[config.mk]
export PLATFORM = sky130hd
export DESIGN_NAME = ccp_wr_data_sequencer
export DESIGN_NICKNAME = d
export VERILOG_FILES = /design/src/rtl/ccp_wr_data_sequencer.sv
export SDC_FILE = /design/constraint.sdc
export NUM_CORES = 1
export LEC_CHECK = 0
export CAP_MARGIN = 10
export CORE_UTILIZATION = 41
export DETAILED_ROUTE_END_ITERATION = 16
export PLACE_DENSITY = 0.82
export SYNTH_ARGS = -nofsm -noshare
export SYNTH_HDL_FRONTEND = slang
export SYNTH_SLANG_ARGS = --single-unit
[constraint.sdc]
create_clock -name clk -period 4.5 [get_ports clk]
set_input_delay 1.35 -clock clk [delete_from_list [all_inputs] [get_ports clk]]
set_output_delay 1.35 -clock clk [all_outputs]
set_load 0.01 [all_outputs]
[src/rtl/ccp_wr_data_sequencer.sv]
// Write-data sequencer: queues write ops, pulls data-buffer beats, drives the cache write channel.
// Latency: push to first ctrl_wr_valid is 2 cycles minimum; 1 beat/cycle sustained.
// Backpressure: cache_wr_ready low freezes the output register and holds src_ready low.
module ccp_wr_data_sequencer #(
    parameter int DATA_W      = 129,
    parameter int BYTE_EN_W   = 16,
    parameter int BURST_LEN_W = 2,
    parameter int CMD_DEPTH   = 4,
    parameter int CNT_W       = $clog2(CMD_DEPTH) + 1
) (
    input  logic                   clk,
    input  logic                   reset,
    input  logic                   op_push_p2,
    input  logic                   op_bypass_only_p2,
    input  logic                   op_full_p2,
    input  logic [BURST_LEN_W-1:0] op_burst_len_p2,
    input  logic [BURST_LEN_W-1:0] op_start_beat_p2,
    input  logic                   src_valid,
    input  logic [DATA_W-1:0]      src_data,
    input  logic [BYTE_EN_W-1:0]   src_byte_en,
    output logic                   src_ready,
    output logic                   ctrl_wr_valid,
    output logic [DATA_W-1:0]      ctrl_wr_data,
    output logic [BYTE_EN_W-1:0]   ctrl_wr_byte_en,
    output logic [BURST_LEN_W-1:0] ctrl_wr_beat_num,
    output logic                   ctrl_wr_last,
    input  logic                   cache_wr_ready,
    output logic                   cmd_full,
    output logic [CNT_W-1:0]       cmd_count,
    output logic                   overflow_err
);

    localparam int PTR_W = $clog2(CMD_DEPTH);

    typedef struct packed {
        logic                   bypass_only;
        logic                   full;
        logic [BURST_LEN_W-1:0] burst_len;
        logic [BURST_LEN_W-1:0] start_beat;
    } cmd_t;

    cmd_t                   cmd_mem_q [CMD_DEPTH];
    logic [PTR_W-1:0]       wr_ptr_q, wr_ptr_d;
    logic [PTR_W-1:0]       rd_ptr_q, rd_ptr_d;
    logic [CNT_W-1:0]       count_q, count_d;
    logic [BURST_LEN_W-1:0] beat_cnt_q, beat_cnt_d;
    logic                   overflow_q;

    logic                   vld_q;
    logic [DATA_W-1:0]      dat_q;
    logic [BYTE_EN_W-1:0]   be_q;
    logic [BURST_LEN_W-1:0] beat_num_q;
    logic                   last_q;

    cmd_t head;
    cmd_t push_cmd;
    logic head_valid;
    logic head_last;
    logic fifo_full;
    logic load;
    logic pop;
    logic push_ok;
    logic push_drop;

    // Head decode, load/pop/push qualification and pointer/counter next state.
    always_comb begin
        head       = cmd_mem_q[rd_ptr_q];
        head_valid = (count_q != '0);
        fifo_full  = (count_q == CNT_W'(CMD_DEPTH));
        head_last  = (beat_cnt_q == head.burst_len);
        load       = head_valid && src_valid && (!vld_q || cache_wr_ready);
        pop        = load && head_last;
        // A full FIFO still accepts a push when its head retires in the same cycle.
        push_ok    = op_push_p2 && (!fifo_full || pop);
        push_drop  = op_push_p2 && fifo_full && !pop;

        push_cmd             = '0;
        push_cmd.bypass_only = op_bypass_only_p2;
        push_cmd.full        = op_full_p2;
        push_cmd.burst_len   = op_burst_len_p2;
        push_cmd.start_beat  = op_start_beat_p2;

        wr_ptr_d   = push_ok ? wr_ptr_q + 1'b1 : wr_ptr_q;
        rd_ptr_d   = pop ? rd_ptr_q + 1'b1 : rd_ptr_q;
        count_d    = count_q;
        case ({push_ok, pop})
            2'b10:   count_d = count_q + 1'b1;
            2'b01:   count_d = count_q - 1'b1;
            default: count_d = count_q;
        endcase

        beat_cnt_d = beat_cnt_q;
        if (load) begin
            beat_cnt_d = head_last ? '0 : beat_cnt_q + 1'b1;
        end
    end

    // Command storage; contents need no reset because occupancy gates every read.
    always_ff @(posedge clk) begin
        if (push_ok) begin
            cmd_mem_q[wr_ptr_q] <= push_cmd;
        end
    end

    // FIFO bookkeeping, beat counter and sticky overflow flag.
    always_ff @(posedge clk) begin
        if (reset) begin
            wr_ptr_q   <= '0;
            rd_ptr_q   <= '0;
            count_q    <= '0;
            beat_cnt_q <= '0;
            overflow_q <= 1'b0;
        end else begin
            wr_ptr_q   <= wr_ptr_d;
            rd_ptr_q   <= rd_ptr_d;
            count_q    <= count_d;
            beat_cnt_q <= beat_cnt_d;
            if (push_drop) begin
                overflow_q <= 1'b1;
            end
        end
    end

    // Output register: load a new beat, hold while stalled, drop valid once accepted.
    always_ff @(posedge clk) begin
        if (reset) begin
            vld_q      <= 1'b0;
            dat_q      <= '0;
            be_q       <= '0;
            beat_num_q <= '0;
            last_q     <= 1'b0;
        end else if (load) begin
            vld_q      <= 1'b1;
            dat_q      <= src_data;
            be_q       <= head.full ? {BYTE_EN_W{1'b1}} : src_byte_en;
            beat_num_q <= head.start_beat + beat_cnt_q;
            last_q     <= head_last;
        end else if (cache_wr_ready) begin
            vld_q      <= 1'b0;
        end
    end

    assign src_ready        = load;
    assign ctrl_wr_valid    = vld_q;
    assign ctrl_wr_data     = dat_q;
    assign ctrl_wr_byte_en  = be_q;
    assign ctrl_wr_beat_num = beat_num_q;
    assign ctrl_wr_last     = last_q;
    assign cmd_full         = fifo_full;
    assign cmd_count        = count_q;
    assign overflow_err     = overflow_q;

    // Full-line allocations must cover the whole line.
    a_full_len: assert property (@(posedge clk) disable iff (reset)
        (op_push_p2 && op_full_p2) |-> (op_burst_len_p2 == {BURST_LEN_W{1'b1}}));

    // A bypass-only op never writes the cache, so it can never be a full-line allocation.
    a_bypass_no_alloc: assert property (@(posedge clk) disable iff (reset)
        head_valid |-> !(head.bypass_only && head.full));

endmodule

==> flow_summary.ini, run 1 <==
[status]
outcome = finished, final reports clean

[sta]
fin_crit_sh = 0.9146
clock.fmax_ghz = 0.2430
setup-violations-final = 0
min_period_ns = 4.116
slew-limit-headroom = 0.3324
grt_setup_unrepaired = false
skew_ns = 0.01300
setup_tns_ns = 0
drv_slew = 0
finalHoldWorstSlack_ns = 0.4535
tightest_slew_ns = 1.001
hold_viol_final = 0

[cts]
tritoncts = done
cts_buffers = 17
post-cts-setup-buffers = 0
clk_pin_slew_ns = 0.06
post_cts_resized = 0
cts_max_path_buffers = 2
postCtsHoldBufs = 0
cts_max_level = 4
clock_sinks = 181
cts.root.buffer_cell = clkbuf_16
clkLatencyLatePin_ns = 0.42

[hold_path]
hp-class = flop to flop

[floorplanning]
start_util = 0.4175
die_w_um = 129.0
die-area_um2 = 16630
boundaryPins = 311
die_h_um = 129.0
rows = 46
fp.coreArea_um2 = 15830

[final_layout]
area_delta_synth_final_pct = 57.17
layout_commonest_cell = clkdlybuf4s50_1
diodes = 0
final_cell_mix = clkdlybuf4s50_1, nand2_1, dfxtp_1
fin_nets = 1202
drive_gt1_frac = 0.04274

[critical_path]
slowest_stage = clkdlybuf4s50_1
reg2reg_setup_slack_ns = 1.54
critical_path_depth = 5
cp-end-kind = output pin
cp_cell_sequence = clkdlybuf4s50_1, nand2b_1, nand3_4, inv_4, clkdlybuf4s50_1
crit_path_max_incr_delay_ns = 0.55
crit_fanout = 8
path_delay_family = buffers and inverters
critPathMostFrequentCell = clkdlybuf4s50_1
crit_arrival_ns = 2.77
startpoint_type = input pin
r2r_cells = 9
crit_required_ns = 3.15
reg2reg_to = cmd_count[2]
path_buf_inv = 3
crit_start = cache_wr_ready
worstSetupEndpoint = src_ready
critPathKind = input pin to output pin

[grt]
grt_start_max_net_pins = 98
grt_pass1_wl_mm = 27.34
overflow = 0
grt_usage = 0.2135
antenna_found_initial = 0
first_global_vias = 5489

[routing]
drt_iter0_markers = 309
vias = 6113
drc = 0
antenna_left = 0
firstDrtPassIters = 6
vias_per_cell = 4.817
wl_per_cell_um = 14.58
totalWireLength_mm = 18.50

[placement]
dp_hpwl_mm = 12.51
gp_congestion = 0.7786
portBuffers = 309

[synthesis]
yosys_warnings = 0
syn-num-nets = 925
synth_cell_types = 37
ys_ff_latch = 181
yosys.area.top_type = dfxtp_1
synthFlopType = dfxtp_1
synth_edf_count = 20
synthTopCellsByArea = dfxtp_1, nand2_1, a21oi_1
synth_area_per_cell_um2 = 8.660
synth_cells = 763
synth.yosys.seq_area_share = 0.5787
netlist_area_um2 = 6608
synth_top_cell_area_share = 0.4878
synthArstFlopShare = 0

[power]
p_leak_nw = 3.638
ir_drop_uv = 230.3
power_density_nw_per_um2 = 412.9

[job]
drv_cap = 0
==> metrics by stage <==
step	worst slack [ns]	instance area (um^2)	utilization	total power, W	instances
2_1_floorplan	0.9730	6608	-	0.002309	763
3_3_place_gp	0.3925	9784	0.6182	0.002784	1237
3_5_place_dp	0.3787	9784	0.6182	0.002803	1237
4_1_cts	0.3765	10390	0.6561	0.004329	1269
5_1_grt	0.3460	10390	0.6561	0.004479	1269
6_report	0.3842	10390	0.6561	0.004288	1269
==> final cells by class <==
class	count	area, um^2
well taps	216	270.3
multi-input cells	518	2517
repair buffers	314	3141
fillers	1308	5443
clock inverters	13	167.7
flip-flops and latches	181	3824
clock buffers	19	432.9
inverters	8	32.53
==> per-layer routing <==
layer	GRT usage	part of all wire	vias up	routed length, um
li1	-	-	3051	-
met1	0.2407	0.39	2792	7236
met2	0.3692	0.50	233	9278
met3	0.06861	0.081	37	1499
met4	0.09481	0.026	0	482
met5	0	0	-	0
==> flip-flops by register name, indices dropped and copies added (netlist names), named ones only <==
register	flops
overflow_err	1
wr_ptr_q	2
ctrl_wr_byte_en	16
ctrl_wr_last	1
ctrl_wr_data	129
ctrl_wr_valid	1
cmd_count	3
beat_cnt_q	2
ctrl_wr_beat_num	2
cmd_mem_q	20
rd_ptr_q	2
==> worst min path at each step <==
stage / from / endpoint / slack [ns] / cells after the start
after CTS: ctrl_wr_data[30] / ctrl_wr_data[30] / 0.45 / 2
after detailed placement: ctrl_wr_data[10] / ctrl_wr_data[10] / 0.45 / 2
after floorplan: rd_ptr_q[1] / flop / 0.46 / 2
final: ctrl_wr_data[75] / ctrl_wr_data[75] / 0.45 / 2
after global routing: ctrl_wr_data[20] / ctrl_wr_data[20] / 0.47 / 2
after global placement: ctrl_wr_beat_num[1] / ctrl_wr_beat_num[1] / 0.44 / 2
==> where the power goes <==
group / internal (W) / switching, W
Sequential: 0.00178 / 0.0000780
Combinational: 0.000465 / 0.000445
Clock: 0.000882 / 0.000639
==> cells by family after synthesis <==
logic type	count (synthesis)	share of synthesized area
compound gates	142	0.1112
xor+xnor	8	0.01060
fa+ha+maj	6	0.01250
buf+inv	64	0.04033
flops	181	0.5787
mux	12	0.02537
simple gates	350	0.2214
==> cells in the mapped netlist, types with 7 or more instances <==
master / number
nand2_1: 264
dfxtp_1: 161
a21oi_1: 134
clkbuf_1: 40
nor3_1: 37
nor2_1: 26
edfxtp_1: 20
buf_2: 9
xnor2_1: 8
inv_1: 7
mux2i_1: 7
==> tightest hold or removal path: stages (launching register included) <==
cell and delay (ns):
dfxtp_1 0.30, nand2_1 0.05, a21oi_1 0.05
Note: power is estimated with default switching activity, not from simulation.
==> inputs of run 2 (changes only) <==
--- a/config.mk
+++ b/config.mk
@@ -6,9 +6,12 @@
 export NUM_CORES = 1
 export LEC_CHECK = 0
 export CAP_MARGIN = 10
-export CORE_UTILIZATION = 41
+export CELL_PAD_IN_SITES_DETAIL_PLACEMENT = 0
+export CELL_PAD_IN_SITES_GLOBAL_PLACEMENT = 2
+export CORE_UTILIZATION = 22
 export DETAILED_ROUTE_END_ITERATION = 16
-export PLACE_DENSITY = 0.82
+export GPL_ROUTABILITY_DRIVEN = 0
+export PLACE_DENSITY = 0.8
 export SYNTH_ARGS = -nofsm -noshare
 export SYNTH_HDL_FRONTEND = slang
 export SYNTH_SLANG_ARGS = --single-unit
==> flow_summary.ini, run 2 (synthesis gave the netlist of run 1 again) <==
[routing]
antenna_left = 0
firstDrtPassIters = 4
vias_per_cell = 4.100
drc = 0
wl_per_cell_um = 14.31
drt_iter0_markers = 340
vias = 5917
totalWireLength_mm = 20.65

[sta]
tightest_slew_ns = 1.050
setup_tns_ns = 0
fin_crit_sh = 0.9119
skew_ns = 0.01568
setup-violations-final = 0
slew-limit-headroom = 0.3000
clock.fmax_ghz = 0.2437
hold_viol_final = 0
grt_setup_unrepaired = false
drv_slew = 0
min_period_ns = 4.103

[power]
seqPwrFrac = 0.430
combinationalPowerShare = 0.213
clkPwrFrac = 0.357
power_density_nw_per_um2 = 406.5
ir_drop_uv = 195.8
p_leak_nw = 3.645
p_int_w = 0.003097
p_sw_frac = 0.2815
switching_power_w = 0.001213

[final_layout]
layout_commonest_cell = clkdlybuf4s50_1
drive_gt1_frac = 0.04087
final_area_um2 = 10600
largest_register_ffs = 129
fin_nets = 1201
final_cell_mix = clkdlybuf4s50_1, nand2_1, dfxtp_1
area_delta_synth_final_pct = 60.48

[cts]
cts_buffers = 17
post-cts-setup-buffers = 0
clk_pin_slew_ns = 0.07
cts.root.buffer_cell = clkbuf_16
cts_max_level = 4
tritoncts = done
cts_max_path_buffers = 2
postCtsHoldBufs = 0
clkLatencyLatePin_ns = 0.43
post_cts_resized = 0
clock_sinks = 181

[hold_path]
hp-class = flop to flop

[placement]
portBuffers = 309
dp_hpwl_mm = 13.31
post_dp_cell_area_um2 = 10010

[critical_path]
cp_cell_sequence = clkdlybuf4s50_1, nand2b_1, nand3_4, inv_4, clkdlybuf4s50_1
crit_path_max_incr_delay_ns = 0.54
cp-end-kind = output pin
critPathKind = input pin to output pin
reg2reg_setup_slack_ns = 1.63
slowest_stage = clkdlybuf4s50_1
crit_fanout = 5
startpoint_type = input pin
crit_required_ns = 3.15
crit_arrival_ns = 2.75
critPathMostFrequentCell = clkdlybuf4s50_1

[floorplanning]
fp.coreArea_um2 = 29560
rows = 63
die-area_um2 = 30730
die_h_um = 175.3
die_w_um = 175.3
boundaryPins = 311
start_util = 0.2235

[status]
outcome = finished, final reports clean

[grt]
grt_start_max_net_pins = 149
overflow = 0
first_global_vias = 5653
antenna_found_initial = 1
grt_usage = 0.1331
grt_pass1_wl_mm = 32.04

[job]
drv_cap = 0
-- run 2: cell count changes in the layout (fill, tap and decap cells not counted), sizes merged --
cell      change
clkinv        +4
clkbuf        +2
bufinv        -1
diode         +1
inv           -1
clkinvlp      -4
buf           -1
-- run 2: worst max-delay path: cells and delay by family --
family,cells,cell delay [ns]
and+or+nand+nor,2,0.31
buffers and inverters,3,1.08
-- run 2: cell type report --
class                           count  area [um^2]
Clock buffer                       21        450.4
Inverter                            8        32.53
Tap cell                          390        488.0
Antenna cell                        1        2.502
Clock inverter                     11        143.9
Timing Repair Buffer              313         3146
Fill cell                        3094        18960
Multi-Input combinational cell    518         2517
Sequential cell                   181         3824
-- run 2: final timing paths --
kind / cells past startpoint / from / end
hold reg to reg: 2 / ctrl_wr_data[39] / ctrl_wr_data[39]
setup reg to reg: 9 / flop / cmd_count[2]
setup / recovery: 5 / cache_wr_ready / src_ready
hold / removal: 2 / ctrl_wr_data[39] / ctrl_wr_data[39]
-- run 2: power by group through the flow --
stage	Clock [W]	Combinational [W]	Sequential (W)
floorplan	0	0.000362	0.00195
global placement	0	0.000937	0.00189
detailed placement	0	0.000934	0.00189
CTS	0.00161	0.000940	0.00186
global route	0.00168	0.00101	0.00188
finish	0.00154	0.000917	0.00186
-- run 2: metal layers --
metal  up-vias  part of all wire  track usage
li1       3043                 -            -
met1      2691              0.44       0.1664
met4         0             0.013      0.04420
met5         -                 0            0
met3        13             0.071      0.03983
met2       170              0.48       0.2178
-- run 2: per-stage QoR --
stage          utilization  setup WS, ns  hold WS [ns]  cells  power, W
3_5_place_dp        0.3385        0.3820        0.4459   1410  0.002827
3_3_place_gp        0.3385        0.3900        0.4409   1410  0.002823
2_1_floorplan            -        0.9730        0.4591    763  0.002309
5_1_grt             0.3587        0.3348        0.4719   1443  0.004562
6_report            0.3587        0.3967        0.4530   1443  0.004310
4_1_cts             0.3586        0.3776        0.4557   1442  0.004406
==> inputs of run 3 (changes only) <==
--- a/config.mk
+++ b/config.mk
@@ -12,6 +12,7 @@
 export DETAILED_ROUTE_END_ITERATION = 16
 export GPL_ROUTABILITY_DRIVEN = 0
 export PLACE_DENSITY = 0.8
+export SKIP_CTS_REPAIR_TIMING = 1
 export SYNTH_ARGS = -nofsm -noshare
 export SYNTH_HDL_FRONTEND = slang
 export SYNTH_SLANG_ARGS = --single-unit
==> results of run 3 <==
Same layout as run 2: the final DEF is identical, and so are final timing and power.
